### config.mk
export PLATFORM = sky130hd
export DESIGN_NAME = adder_bist_ctrl
export DESIGN_NICKNAME = d
export VERILOG_FILES = /design/src/rtl/adder_bist_ctrl.sv
export SDC_FILE = /design/constraint.sdc
export NUM_CORES = 1
export LEC_CHECK = 0
export BUFFER_PORTS_ARGS = -buffer_cell sky130_fd_sc_hd__buf_4
export CAP_MARGIN = 10
export CORE_MARGIN = 4
export CORE_UTILIZATION = 40
export DETAILED_ROUTE_END_ITERATION = 7
export GPL_ROUTABILITY_DRIVEN = 0
export GPL_TIMING_DRIVEN = 0
export PLACE_DENSITY = 0.78
export SLEW_MARGIN = 20
export SYNTH_ARGS = -nofsm -noshare
export SYNTH_HDL_FRONTEND = slang
export SYNTH_SLANG_ARGS = --single-unit
### constraint.sdc
create_clock -name clk -period 5.38 [get_ports clk]
set_clock_uncertainty 0.1 [all_clocks]
set_input_delay 1.345 -clock clk [delete_from_list [all_inputs] [get_ports clk]]
set_output_delay 1.345 -clock clk [all_outputs]
set_load 0.01 [all_outputs]
### src/rtl/adder_bist_ctrl.sv
// adder_bist_ctrl: drives exhaustive operand pairs into a combinational
// adder, compacts {carry, sum} into a MISR signature and, when the macro
// BIST_GOLDEN_CHECK_EN is defined, counts mismatches against a behavioural
// golden add (err_cnt saturates at 16'hFFFF; it is tied to zero otherwise).
module adder_bist_ctrl #(
  parameter int               WIDTH       = 7,
  parameter int               NUM_VECTORS = 2**(2*WIDTH),
  parameter logic [WIDTH:0]   POLY        = 8'h1D
) (
  input  logic             clk,
  input  logic             rst,
  input  logic             start,
  output logic [WIDTH-1:0] o_add_term1,
  output logic [WIDTH-1:0] o_add_term2,
  input  logic [WIDTH-1:0] i_sum,
  input  logic             i_cout,
  output logic             busy,
  output logic             done,
  output logic [WIDTH:0]   signature,
  output logic [15:0]      err_cnt
);

  localparam int             CW   = 2*WIDTH;
  localparam logic [CW-1:0]  LAST = CW'(NUM_VECTORS - 1);

  typedef enum logic [1:0] {
    IDLE = 2'd0,
    RUN  = 2'd1,
    DONE = 2'd2
  } state_t;

  state_t          state_q, state_d;
  logic [CW-1:0]   cnt_q,   cnt_d;
  logic [WIDTH:0]  sig_q,   sig_d;

  // One MISR step: shift left, fold the MSB back through POLY, absorb data.
  function automatic logic [WIDTH:0] misr_next(input logic [WIDTH:0] sig,
                                               input logic [WIDTH:0] din);
    misr_next = {sig[WIDTH-1:0], 1'b0} ^ ({(WIDTH+1){sig[WIDTH]}} & POLY) ^ din;
  endfunction

  // Operands come straight from the counter flops: high half is A, low half is B.
  assign o_add_term1 = cnt_q[CW-1:WIDTH];
  assign o_add_term2 = cnt_q[WIDTH-1:0];
  assign signature   = sig_q;

`ifdef BIST_GOLDEN_CHECK_EN
  logic [15:0] err_q, err_d;

  // Behavioural reference for the adder under test, carry included.
  function automatic logic [WIDTH:0] golden_add(input logic [WIDTH-1:0] a,
                                                input logic [WIDTH-1:0] b);
    golden_add = {1'b0, a} + {1'b0, b};
  endfunction

  assign err_cnt = err_q;

  // Mismatch counter: cleared on an accepted start, saturating during RUN.
  always_comb begin
    err_d = err_q;
    if (state_q == IDLE && start) begin
      err_d = '0;
    end else if (state_q == RUN) begin
      if (golden_add(o_add_term1, o_add_term2) != {i_cout, i_sum} &&
          err_q != 16'hFFFF) begin
        err_d = err_q + 16'd1;
      end
    end
  end

  // Mismatch counter register.
  always_ff @(posedge clk or posedge rst) begin
    if (rst) err_q <= '0;
    else     err_q <= err_d;
  end
`else
  assign err_cnt = '0;
`endif

  // Next-state, counter and signature logic; busy/done decode the state.
  always_comb begin
    state_d = state_q;
    cnt_d   = cnt_q;
    sig_d   = sig_q;
    busy    = 1'b0;
    done    = 1'b0;
    case (state_q)
      IDLE: begin
        if (start) begin
          state_d = RUN;
          cnt_d   = '0;
          sig_d   = '0;
        end
      end
      RUN: begin
        busy  = 1'b1;
        sig_d = misr_next(sig_q, {i_cout, i_sum});
        // Terminal test precedes the increment, so the counter never wraps
        // and the operands keep the last applied pair.
        if (cnt_q == LAST) state_d = DONE;
        else               cnt_d   = cnt_q + 1'b1;
      end
      DONE: begin
        done    = 1'b1;
        state_d = IDLE;
      end
      default: state_d = IDLE;
    endcase
  end

  // State, counter and signature registers.
  always_ff @(posedge clk or posedge rst) begin
    if (rst) begin
      state_q <= IDLE;
      cnt_q   <= '0;
      sig_q   <= '0;
    end else begin
      state_q <= state_d;
      cnt_q   <= cnt_d;
      sig_q   <= sig_d;
    end
  end

endmodule
After elaboration in Yosys (flattened, before gate mapping)
Index checks and enable logic that the tools add are counted.
Cells by class
  $add $sub $neg: 1
  equality and inequality tests: 6
  multiplexer cells: 10
  bitwise logic cells: 2
  reductions and logical operators: 5
Operator list (number)
  two-way mux 14 bit: 2
  one-hot mux 14 bit (2 select lines): 1
  one-hot mux 8 bit (2 select lines): 1
  adder 14 x 1 -> 14 bit (second input constant): 1
  == test 14 bit (second input constant): 1
  two-way mux 8 bit: 1
  bitwise XOR 8 x 5 -> 8 bit: 1
  bitwise XOR 8 bit: 1
  inequality test 2 bit (second input constant): 3
  two-way mux 2 bit: 2
  one-hot mux 2 bit (2 select lines): 1
  AND reduction 2 bit: 2
  AND reduction 3 bit: 1
  == test 2 x 1 -> 1 bit (second input constant): 1
  == test 2 bit (second input constant): 1
  logical NOT 2 bit: 1
  two-way mux 1 bit: 2
  nonzero test 2 bit: 1
Word-level totals
  register bits after elaboration: 24
  output and inout port bits: 40
  logic and storage cells: 27

Longest topological paths before layout
  depth in word-level cells: 3
  mapped depth: 7

Worst setup path before layout
Ideal clock, no wire load.
  kind: register to output
  start: register state_q[1]
  end: output port busy
  arrival: 1.095 ns
  data required time: 3.935 ns
  slack: 2.840 ns
  cell stages (with the launch flop): 5
  path buffers: 2
  path through: dfrtp_1 nand2b_1 clkbuf_1 inv_1 clkbuf_1
On the way
  longest elaborated chain between the ends: 2
RTL lines
  start, declared: line 32  | state_t state_q, state_d;
  start signal, assigned: line 118  | state_q <= state_d;
  == test 2 x 1 -> 1 bit: line 87  | case (state_q)
  two-way mux 1 bit: line 87
  end, declared: line 17  | output logic busy,
No other way between the ends.

Worst setup path after layout
Same ends and word-level chain as after synthesis.

==> key figures <==
CTS
  • Clock Latency Late Sink: 320 ps
  • Post-CTS setup buffers: 0
  • Reg clk slew, reported paths: 130 ps
  • Clock root cell: clkbuf_4
  • Clock Sinks: 24
  • CTS tree: built
  • PostCTS Resize Cnt: 0
  • Clock Tree Buf Depth: 2
  • Total CTS buffers: 3
  • H-Tree Depth: 1
  • Post-CTS Hold Fix Bufs: 0

Floorplan
  • Ports: 51
  • Full die area: 0.00458 mm^2
  • Die width: 67.7 um
  • Core area: 0.00339 mm^2
  • Initial Util: 0.420
  • Standard-cell rows: 21
  • Die Y-Extent: 67.7 um

Setup path
  • Worst R2R Start: cnt_q[0]$_DFFE_PP0P_
  • Reg2reg end: cnt_q[12]$_DFFE_PP0P_
  • CP max FO: 10
  • WP data arrival: 1900 ps
  • Reg2reg setup slack: 3340 ps
  • R2R cell count: 6
  • Worst setup path end: busy
  • CP endpoint kind: primary output
  • Max stage delay on crit path: 400 ps
  • Most used cell, CP: clkbuf_1
  • Cell Chain, Critical Path: nand2b_1, clkbuf_1, inv_1, clkbuf_1, buf_4
  • Crit path launch: state_q[1]$_DFFE_PP0P_
  • Slowest-stage cell, CP: dfrtp_1
  • Worst EP required: 3930 ps
  • Crit Path Category: flip-flop to primary output
  • Worst setup SP type: flip-flop

Detailed routing
  • Vias per inst: 4.79
  • WL/cell: 12.8 um
  • Drt pass-1 iters: 4
  • Routed Antenna Nets: 0
  • Vias: 1,184
  • DRT Wirelength: 3150 um
  • 1st-iter DRT viols: 68
  • Residual DRC: 0

Cells and area
  • Commonest non-fill, non-tap cell in the layout: buf_4
  • NumNets Final: 214
  • Filler cell count: 309
  • Final core occ: 0.540
  • P&R area growth vs syn: 28.5%
  • Diode count: 0
  • Most frequent cells in the layout: 50 x buf_4, 24 x dfrtp_1, 21 x nand2_1
  • Ratio of cells with drive above 1 in the final layout: 0.363

Yosys
  • Syn_area_per_cell: 9.62 um^2
  • Largest cells by area after synthesis: dfrtp_1 42%, buf_4 8.4%, nand2_1 5.5%, xnor2_1 5.5%, o21ai_0 3.5%
  • Netlist cell types: 37
  • Dominant cell type by area after synthesis: dfrtp_1
  • Synth top area share: 0.422
  • Total number of yosys warnings: 0
  • Post-synth EDFFs: 0
  • Post-synthesis register bit count: 24
  • Post-synthesis async set-or-reset flop share: 1.00
  • Most used DFF post-synth: dfrtp_1
  • Mapped Area: 0.00142 mm^2
  • Syn Inst Count: 148
  • Fraction of the yosys area taken by sequential cells: 0.422

STA
  • Setup_tns: 0 ps
  • Worst-margin pin slew: 912 ps
  • Crit path time final: 3350 ps
  • RSZ-0062 raised after global routing: false
  • Slew Viols, Final: 0
  • FMAX: 299 MHz
  • Final-report setup violation count: 0
  • Final Hold Viols: 0
  • Tcrit/Tclk final: 0.622
  • Slew headroom: 0.392

Power and ir drop
  • Static Leakage: 0.000880 uW
  • Max VDD drop: 0.203 mV
  • Power Density: 390 mW/mm^2

Global routing
  • Vias in the first global route: 977
  • First-pass GRT wire length: 4690 um
  • Initial antenna violation count: 0
  • Grt total ovfl: 0
  • Total global routing track utilization: 0.140
  • Largest net degree at the start of global routing: 25

Worst hold path
  • Hold Path Class: flip-flop to flip-flop

Run
  • Max cap viols: 0

Run status
  • Status: finished clean

Placement
  • Final HPWL DP: 2360 um
  • Port Buf Inserts: 34
-- worst max-delay path: cells and delay by family (launching register included) --
kind                   cells  cell delay (ps)
DFF                        1              400
buffers and inverters      4             1050
and+or+nand+nor            1              140
-- registers in the layout, indices dropped and copies added (netlist names) --
register,cells
cnt_q,14
signature,8
state_q,2
-- how the worst min path moves through the flow --
stage / startpoint / cells past startpoint / slack (ps) / end
floorplan: signature[1]$_DFFE_PP0P_ / 2 / 450 / signature[1]$_DFFE_PP0P_
global placement: signature[4]$_DFFE_PP0P_ / 2 / 410 / signature[4]$_DFFE_PP0P_
detailed placement: signature[1]$_DFFE_PP0P_ / 2 / 420 / signature[1]$_DFFE_PP0P_
CTS: signature[1]$_DFFE_PP0P_ / 2 / 450 / signature[1]$_DFFE_PP0P_
global route: cnt_q[11]$_DFFE_PP0P_ / 1 / 470 / cnt_q[11]$_DFFE_PP0P_
finish: signature[5]$_DFFE_PP0P_ / 2 / 450 / signature[5]$_DFFE_PP0P_
-- per-stage QoR --
stage / cells / hold WS (ps) / power, uW / instance area (um^2) / setup slack [ps]
finish: 247 / 449 / 714 / 1830 / 2030
global placement: 243 / 408 / 612 / 1790 / 2450
floorplan: 163 / 445 / 488 / 1480 / 2840
detailed placement: 243 / 421 / 622 / 1790 / 2440
global route: 247 / 474 / 762 / 1830 / 1890
CTS: 247 / 452 / 722 / 1830 / 2050
-- power by group --
| group | switching (uW) | internal [uW] |
|---|---|---|
| clock network | 55.8 | 41.5 |
| logic | 137 | 167 |
| registers | 73.0 | 239 |
| total | 266 | 448 |
-- per-layer routing --
| layer | track usage | vias up | share of wire |
|---|---|---|---|
| met3 | 0.0233 | 4 | 0.078 |
| li1 | - | 597 | - |
| met5 | 0 | - | 0 |
| met2 | 0.219 | 38 | 0.46 |
| met4 | 0.0759 | 0 | 0.014 |
| met1 | 0.184 | 545 | 0.44 |
-- cell type report --
type	count	area, um^2	share of cell area
plain buffers	21	146	0.0800
clock buffers	4	36.3	0.0198
inverters	6	27.5	0.0150
multi-input cells	112	706	0.386
flip-flops and latches	24	601	0.328
well taps	46	57.6	0.0315
repair buffers	34	255	0.140
-- logic make-up (layout without fill, tap and decap cells) --
group | count (synthesis) | in the layout | synth area share
flops | 24 | 24 | 0.422
fa+ha+maj | 1 | 1 | 0.00879
xor+xnor | 13 | 13 | 0.0800
simple gates | 50 | 50 | 0.178
mux | 1 | 1 | 0.00791
other cells | 1 | 16 | 0.00263
buf+inv | 27 | 65 | 0.122
compound gates | 31 | 31 | 0.178
-- synthesized netlist by cell type, drive strengths merged (2+ instances only) --
| library cell | count |
|---|---|
| a211o | 2 |
| a221o | 3 |
| a22o | 3 |
| a31oi | 3 |
| buf | 17 |
| clkbuf | 4 |
| dfrtp | 24 |
| inv | 6 |
| nand2 | 21 |
| nand2b | 2 |
| nand3 | 7 |
| nand4 | 2 |
| nor2 | 7 |
| nor3 | 3 |
| nor3b | 2 |
| nor4 | 3 |
| o21ai | 10 |
| o221ai | 2 |
| o311ai | 2 |
| xnor2 | 9 |
| xor2 | 4 |
No activity file was read; power rests on OpenSTA's default activity.
